--- src/rtl/usb_tx_data_buffer_if.sv ---
// Byte-stream interface between the bus-side writer, the TX packet compiler
// and the transmit data buffer. The master is the pair of clients; the slave
// is the buffer itself.
interface usb_tx_data_buffer_if #(
  parameter int DEPTH = 64,
  parameter int WIDTH = 8
);
  localparam int CNT_W = $clog2(DEPTH) + 1;

  logic             store_tx_data;
  logic [WIDTH-1:0] tx_data;
  logic             get_tx_packet_data;
  logic             clear;
  logic [WIDTH-1:0] tx_packet_data;
  logic [CNT_W-1:0] buffer_occupancy;
  logic             full;
  logic             empty;
  logic             overflow_err;
  logic             underflow_err;

  modport master (
    output store_tx_data, tx_data, get_tx_packet_data, clear,
    input  tx_packet_data, buffer_occupancy, full, empty,
           overflow_err, underflow_err
  );

  modport slave (
    input  store_tx_data, tx_data, get_tx_packet_data, clear,
    output tx_packet_data, buffer_occupancy, full, empty,
           overflow_err, underflow_err
  );
endinterface

--- src/rtl/usb_tx_data_buffer.sv ---
// Transmit data FIFO feeding the USB TX packet path. Byte-wide pushes from
// the bus side, byte-wide pops from the packet compiler, show-ahead head
// byte, live occupancy count and sticky overflow/underflow flags.
module usb_tx_data_buffer #(
  parameter int DEPTH = 64,
  parameter int WIDTH = 8
) (
  input logic                clk,
  input logic                n_rst,
  usb_tx_data_buffer_if.slave bus
);
  localparam int PTR_W = $clog2(DEPTH);
  localparam int CNT_W = PTR_W + 1;
  localparam logic [CNT_W-1:0] FULL_CNT = CNT_W'(DEPTH);

  logic [WIDTH-1:0] mem [DEPTH];
  logic [PTR_W-1:0] wr_ptr;
  logic [PTR_W-1:0] rd_ptr;
  logic [CNT_W-1:0] occupancy;
  logic             overflow_err;
  logic             underflow_err;

  logic is_empty;
  logic is_full;
  logic pop_ok;
  logic push_ok;
  logic pop_bad;
  logic push_bad;

  // Accept/reject decode; clear suppresses every operation and error in its cycle.
  always_comb begin
    is_empty = (occupancy == '0);
    is_full  = (occupancy == FULL_CNT);
    pop_ok   = bus.get_tx_packet_data && !is_empty && !bus.clear;
    pop_bad  = bus.get_tx_packet_data && is_empty && !bus.clear;
    push_ok  = bus.store_tx_data && (!is_full || pop_ok) && !bus.clear;
    push_bad = bus.store_tx_data && is_full && !pop_ok && !bus.clear;
  end

  // Pointer, occupancy and sticky error state with reset/clear priority.
  always_ff @(posedge clk) begin
    if (!n_rst || bus.clear) begin
      wr_ptr        <= '0;
      rd_ptr        <= '0;
      occupancy     <= '0;
      overflow_err  <= 1'b0;
      underflow_err <= 1'b0;
    end else begin
      if (push_ok) wr_ptr <= wr_ptr + PTR_W'(1);
      if (pop_ok)  rd_ptr <= rd_ptr + PTR_W'(1);
      case ({push_ok, pop_ok})
        2'b10:   occupancy <= occupancy + CNT_W'(1);
        2'b01:   occupancy <= occupancy - CNT_W'(1);
        default: occupancy <= occupancy;
      endcase
      if (push_bad) overflow_err  <= 1'b1;
      if (pop_bad)  underflow_err <= 1'b1;
    end
  end

  // Byte storage; never reset, only slots counted by occupancy are meaningful.
  always_ff @(posedge clk) begin
    if (push_ok) mem[wr_ptr] <= bus.tx_data;
  end

  // Show-ahead head byte and status decode, all from registered state.
  always_comb begin
    bus.tx_packet_data   = is_empty ? '0 : mem[rd_ptr];
    bus.buffer_occupancy = occupancy;
    bus.full             = is_full;
    bus.empty            = is_empty;
    bus.overflow_err     = overflow_err;
    bus.underflow_err    = underflow_err;
  end
endmodule

--- src/flat_wrapper.sv ---
// flat-port wrapper written by rule: the top's interface ports become plain ports
module usb_tx_data_buffer_flat 
#(
  parameter int DEPTH = 64,
  parameter int WIDTH = 8
)
  (clk, n_rst, bus_store_tx_data, bus_tx_data, bus_get_tx_packet_data, bus_clear, bus_tx_packet_data, bus_buffer_occupancy, bus_full, bus_empty, bus_overflow_err, bus_underflow_err);
  usb_tx_data_buffer_if #(.DEPTH(DEPTH), .WIDTH(WIDTH)) bus_i ();
  input logic clk;
  input logic n_rst;
  input wire logic [$bits(bus_i.store_tx_data)-1:0] bus_store_tx_data;
  input wire logic [$bits(bus_i.tx_data)-1:0] bus_tx_data;
  input wire logic [$bits(bus_i.get_tx_packet_data)-1:0] bus_get_tx_packet_data;
  input wire logic [$bits(bus_i.clear)-1:0] bus_clear;
  output wire logic [$bits(bus_i.tx_packet_data)-1:0] bus_tx_packet_data;
  output wire logic [$bits(bus_i.buffer_occupancy)-1:0] bus_buffer_occupancy;
  output wire logic [$bits(bus_i.full)-1:0] bus_full;
  output wire logic [$bits(bus_i.empty)-1:0] bus_empty;
  output wire logic [$bits(bus_i.overflow_err)-1:0] bus_overflow_err;
  output wire logic [$bits(bus_i.underflow_err)-1:0] bus_underflow_err;
  assign bus_i.store_tx_data = bus_store_tx_data;
  assign bus_i.tx_data = bus_tx_data;
  assign bus_i.get_tx_packet_data = bus_get_tx_packet_data;
  assign bus_i.clear = bus_clear;
  assign bus_tx_packet_data = bus_i.tx_packet_data;
  assign bus_buffer_occupancy = bus_i.buffer_occupancy;
  assign bus_full = bus_i.full;
  assign bus_empty = bus_i.empty;
  assign bus_overflow_err = bus_i.overflow_err;
  assign bus_underflow_err = bus_i.underflow_err;
  usb_tx_data_buffer #(.DEPTH(DEPTH), .WIDTH(WIDTH)) u_core (.clk(clk), .n_rst(n_rst), .bus(bus_i));
endmodule
--- config.mk ---
export PLATFORM = sky130hd
export DESIGN_NAME = usb_tx_data_buffer_flat
export DESIGN_NICKNAME = d
export VERILOG_FILES = /design/src/rtl/usb_tx_data_buffer_if.sv /design/src/rtl/usb_tx_data_buffer.sv /design/src/flat_wrapper.sv
export SDC_FILE = /design/constraint.sdc
export NUM_CORES = 1
export LEC_CHECK = 0
export CAP_MARGIN = 10
export CORE_MARGIN = 4
export CORE_UTILIZATION = 30
export CTS_BUF_LIST = sky130_fd_sc_hd__clkbuf_8
export CTS_CLUSTER_DIAMETER = 150
export DETAILED_ROUTE_END_ITERATION = 6
export PLACE_DENSITY = 0.53
export SYNTH_ARGS = -nofsm -noshare
export SYNTH_HDL_FRONTEND = slang
export SYNTH_SLANG_ARGS = --single-unit
--- constraint.sdc ---
create_clock -name clk -period 5.6 [get_ports clk]
set_input_delay 1.68 -clock clk [delete_from_list [all_inputs] [get_ports clk]]
set_output_delay 1.68 -clock clk [all_outputs]
set_load 0.01 [all_outputs]
==> impl_metrics.ini <==
[placement]
routabilityCongestion = 0.800
pre_cts_ws_ps = 681
io_buffers = 31
hpwl_um = 32700

[cells_and_area]
area_growth_pct = 16.9
fillCellCount = 6620
num_antenna_cells = 0
drive_gt1_frac = 0.279
nNetsFinal = 1235

[drt]
wl_per_cell_um = 23.7
drc = 0
highest_layer = met4
routed_wl_um = 52700
met3_length_um = 3410
wl_met1_um = 23300
vias = 10906
drt_iter0_drc = 903
avgViaCountPerCell = 4.91
ant_nets = 0
drt_pass1_iterations = 5
routed-wl-met2_um = 24700

[yosys]
syn_nets = 1091
async_reset_ff_frac = 0
synth_warnings = 0
synth-edff-count = 512
syn_area_per_cell_um2 = 19.8
synthesis.instances = 1073
synth-seq-area-share = 0.749
synth.distinct_cells = 62
netlist_area_um2 = 21200
ys.flop_type = edfxtp_1
synth_seq_cells = 539

[critical_path]
worstSetupPathType = reg2out
path_max_fanout = 21
reg2reg_from = u_core.bus.buffer_occupancy[1]
setup.worst_path.start_class = flip-flop
r2r_cells = 10
cp_data_arrival_time_ps = 3750
r2r_slack_ps = 1940
cp-end-kind = primary output
cp-endpoint = bus_tx_packet_data[6]
required_ps = 3920
worstReg2RegEnd = u_core.bus.buffer_occupancy[6]

[floorplan]
die_width_um = 274
num_rows = 97
core_um2 = 70100
ioPinCount = 32
chipHeight_um = 274
die_area_um2 = 75100
initial_utilization = 0.303

[cts]
cts_setup_buffers = 0
worstSkewPairLatency_ps = 680
cts-root-buf = clkbuf_8
cts_tree = yes
cts_htree_levels = 3
clk_pin_slew_ps = 60
clkSinkCount = 539
cts_buffer_depth = 3
numCtsBuffers = 91

[timing]
clock.fmax_ghz = 0.184
finalSetupTns_ps = 0
tightest_slew_ps = 1030
holdWs_ps = 476
fin_crit_ps = 5430
slew_viol_final = 0
hold_viol = 0
rsz0062_at_grt = no
skew_ps = 37.4
setup_viol = 0
worst_slack_ps = 169
max_slew_margin = 0.312
post-route-period-util = 0.970

[global_routing]
grt-ovfl-total = 0
grt_max_degree = 65
grt_usage = 0.140
antenna_found_initial = 1
grt_pass1_wl_um = 77200
grt_pass1_vias = 11306

[pwr]
powerDensity_nw_per_um2 = 318
ir_worst_vdd_mv = 0.146
p_leak_nw = 7.61

[status]
status = complete, no violations

[flow_run]
maxCapViolCount = 0

[hold_path]
hold_class = reg2reg
[layer usage]
layer  global-route usage  up-vias
met5                    0        -
met4               0.0420        0
met3               0.0338       85
met2                0.219      344
met1                0.196     5758
li1                     -     4719
[where the power goes]
part | internal, mW | switching (mW)
Combinational | 0.0363 | 0.106
Sequential | 4.41 | 0.00356
Clock | 1.75 | 1.58
Total | 6.20 | 1.69
[flip-flops by register name, summed over array words and instances (netlist names), named ones only]
register / cells
u_core.rd_ptr: 6
u_core.wr_ptr: 6
u_core.bus.underflow_err: 1
u_core.bus.overflow_err: 1
u_core.bus.buffer_occupancy: 7
u_core.mem: 512
[critical path, cell delays in order, from the launching register on]
cell and delay [ps]:
dfxtp_1 860, nor2b_1 550, a22oi_1 190, nand2_1 110
a311oi_1 60, o41ai_1 640, clkdlybuf4s50_1 670
[Yosys cell counts, types with 7 or more instances]
cell / instances / area share
buf_2: 30 / 0.0071
a21oi_1: 10 / 0.0024
nor3_1: 9 / 0.0021
nand2_1: 27 / 0.0048
nor2b_1: 7 / 0.0021
or3_1: 7 / 0.0021
mux4_2: 130 / 0.14
nor2_1: 96 / 0.017
mux2i_1: 23 / 0.011
nand3_1: 9 / 0.0021
o21ai_0: 13 / 0.0031
edfxtp_1: 512 / 0.72
xor2_1: 9 / 0.0037
dfxtp_1: 27 / 0.025
clkbuf_1: 21 / 0.0037
nand2b_1: 12 / 0.0035
a211oi_1: 8 / 0.0028
o22ai_1: 25 / 0.0074
[cells in the final DEF, fill, tap and decap left out, types with 12 or more instances in the layout]
master           synthesis  layout
mux2i_1                 23      23
buf_4                    5      78
dfxtp_1                 27      24
nor2_1                  96      96
clkbuf_8                 0      93
clkinv_1                 1      19
clkdlybuf4s50_1          0      23
inv_1                    2      28
nand2b_1                12      12
mux4_2                 130     130
nand2_1                 27      27
edfxtp_1               512     512
o22ai_1                 25      25
o21ai_0                 13      13
[logic make-up (layout without fill, tap and decap cells)]
kind of cell,count (synthesis),after routing,share of synthesized area
flops,539,539,0.749
simple gates,197,197,0.0445
mux,154,154,0.149
compound gates,98,98,0.0337
buf+inv,68,278,0.0157
xor+xnor,12,12,0.00495
fa+ha+maj,5,5,0.00294
[timing repair]
item / CTS / global route
resized for setup: 0 / 2
hold buffers: 0 / 0
setup endpoints to repair: 0 / 1
[stage by stage]
step	cells	cell area [um2]	power (mW)	utilization
floorplan	1073	21200	4.54	-
global placement	2064	23100	4.64	0.329
detailed placement	2064	23100	4.65	0.329
CTS	2223	24800	8.00	0.354
global route	2223	24800	8.20	0.354
finish	2223	24800	7.89	0.354
[cell type report]
cell class / instances / area, um2 / area share
inverters: 3 / 11.3 / 0.000453
clock buffers: 93 / 1280 / 0.0515
clock inverters: 66 / 438 / 0.0176
repair buffers: 116 / 996 / 0.0401
well taps: 940 / 1180 / 0.0474
flip-flops and latches: 539 / 15900 / 0.641
multi-input cells: 466 / 5000 / 0.202
[worst min path at each step]
stage                             start                  endpoint  slack, ps  depth (start not counted)
6_report       u_core.bus.underflow_err  u_core.bus.underflow_err        480                          2
5_1_grt        u_core.bus.underflow_err  u_core.bus.underflow_err        540                          2
4_1_cts        u_core.bus.underflow_err  u_core.bus.underflow_err        480                          2
3_5_place_dp   u_core.bus.underflow_err  u_core.bus.underflow_err        460                          2
3_3_place_gp   u_core.bus.underflow_err  u_core.bus.underflow_err        470                          2
2_1_floorplan          u_core.rd_ptr[5]                 flip-flop        480                          2
Note: power is estimated with default switching activity, not from simulation.
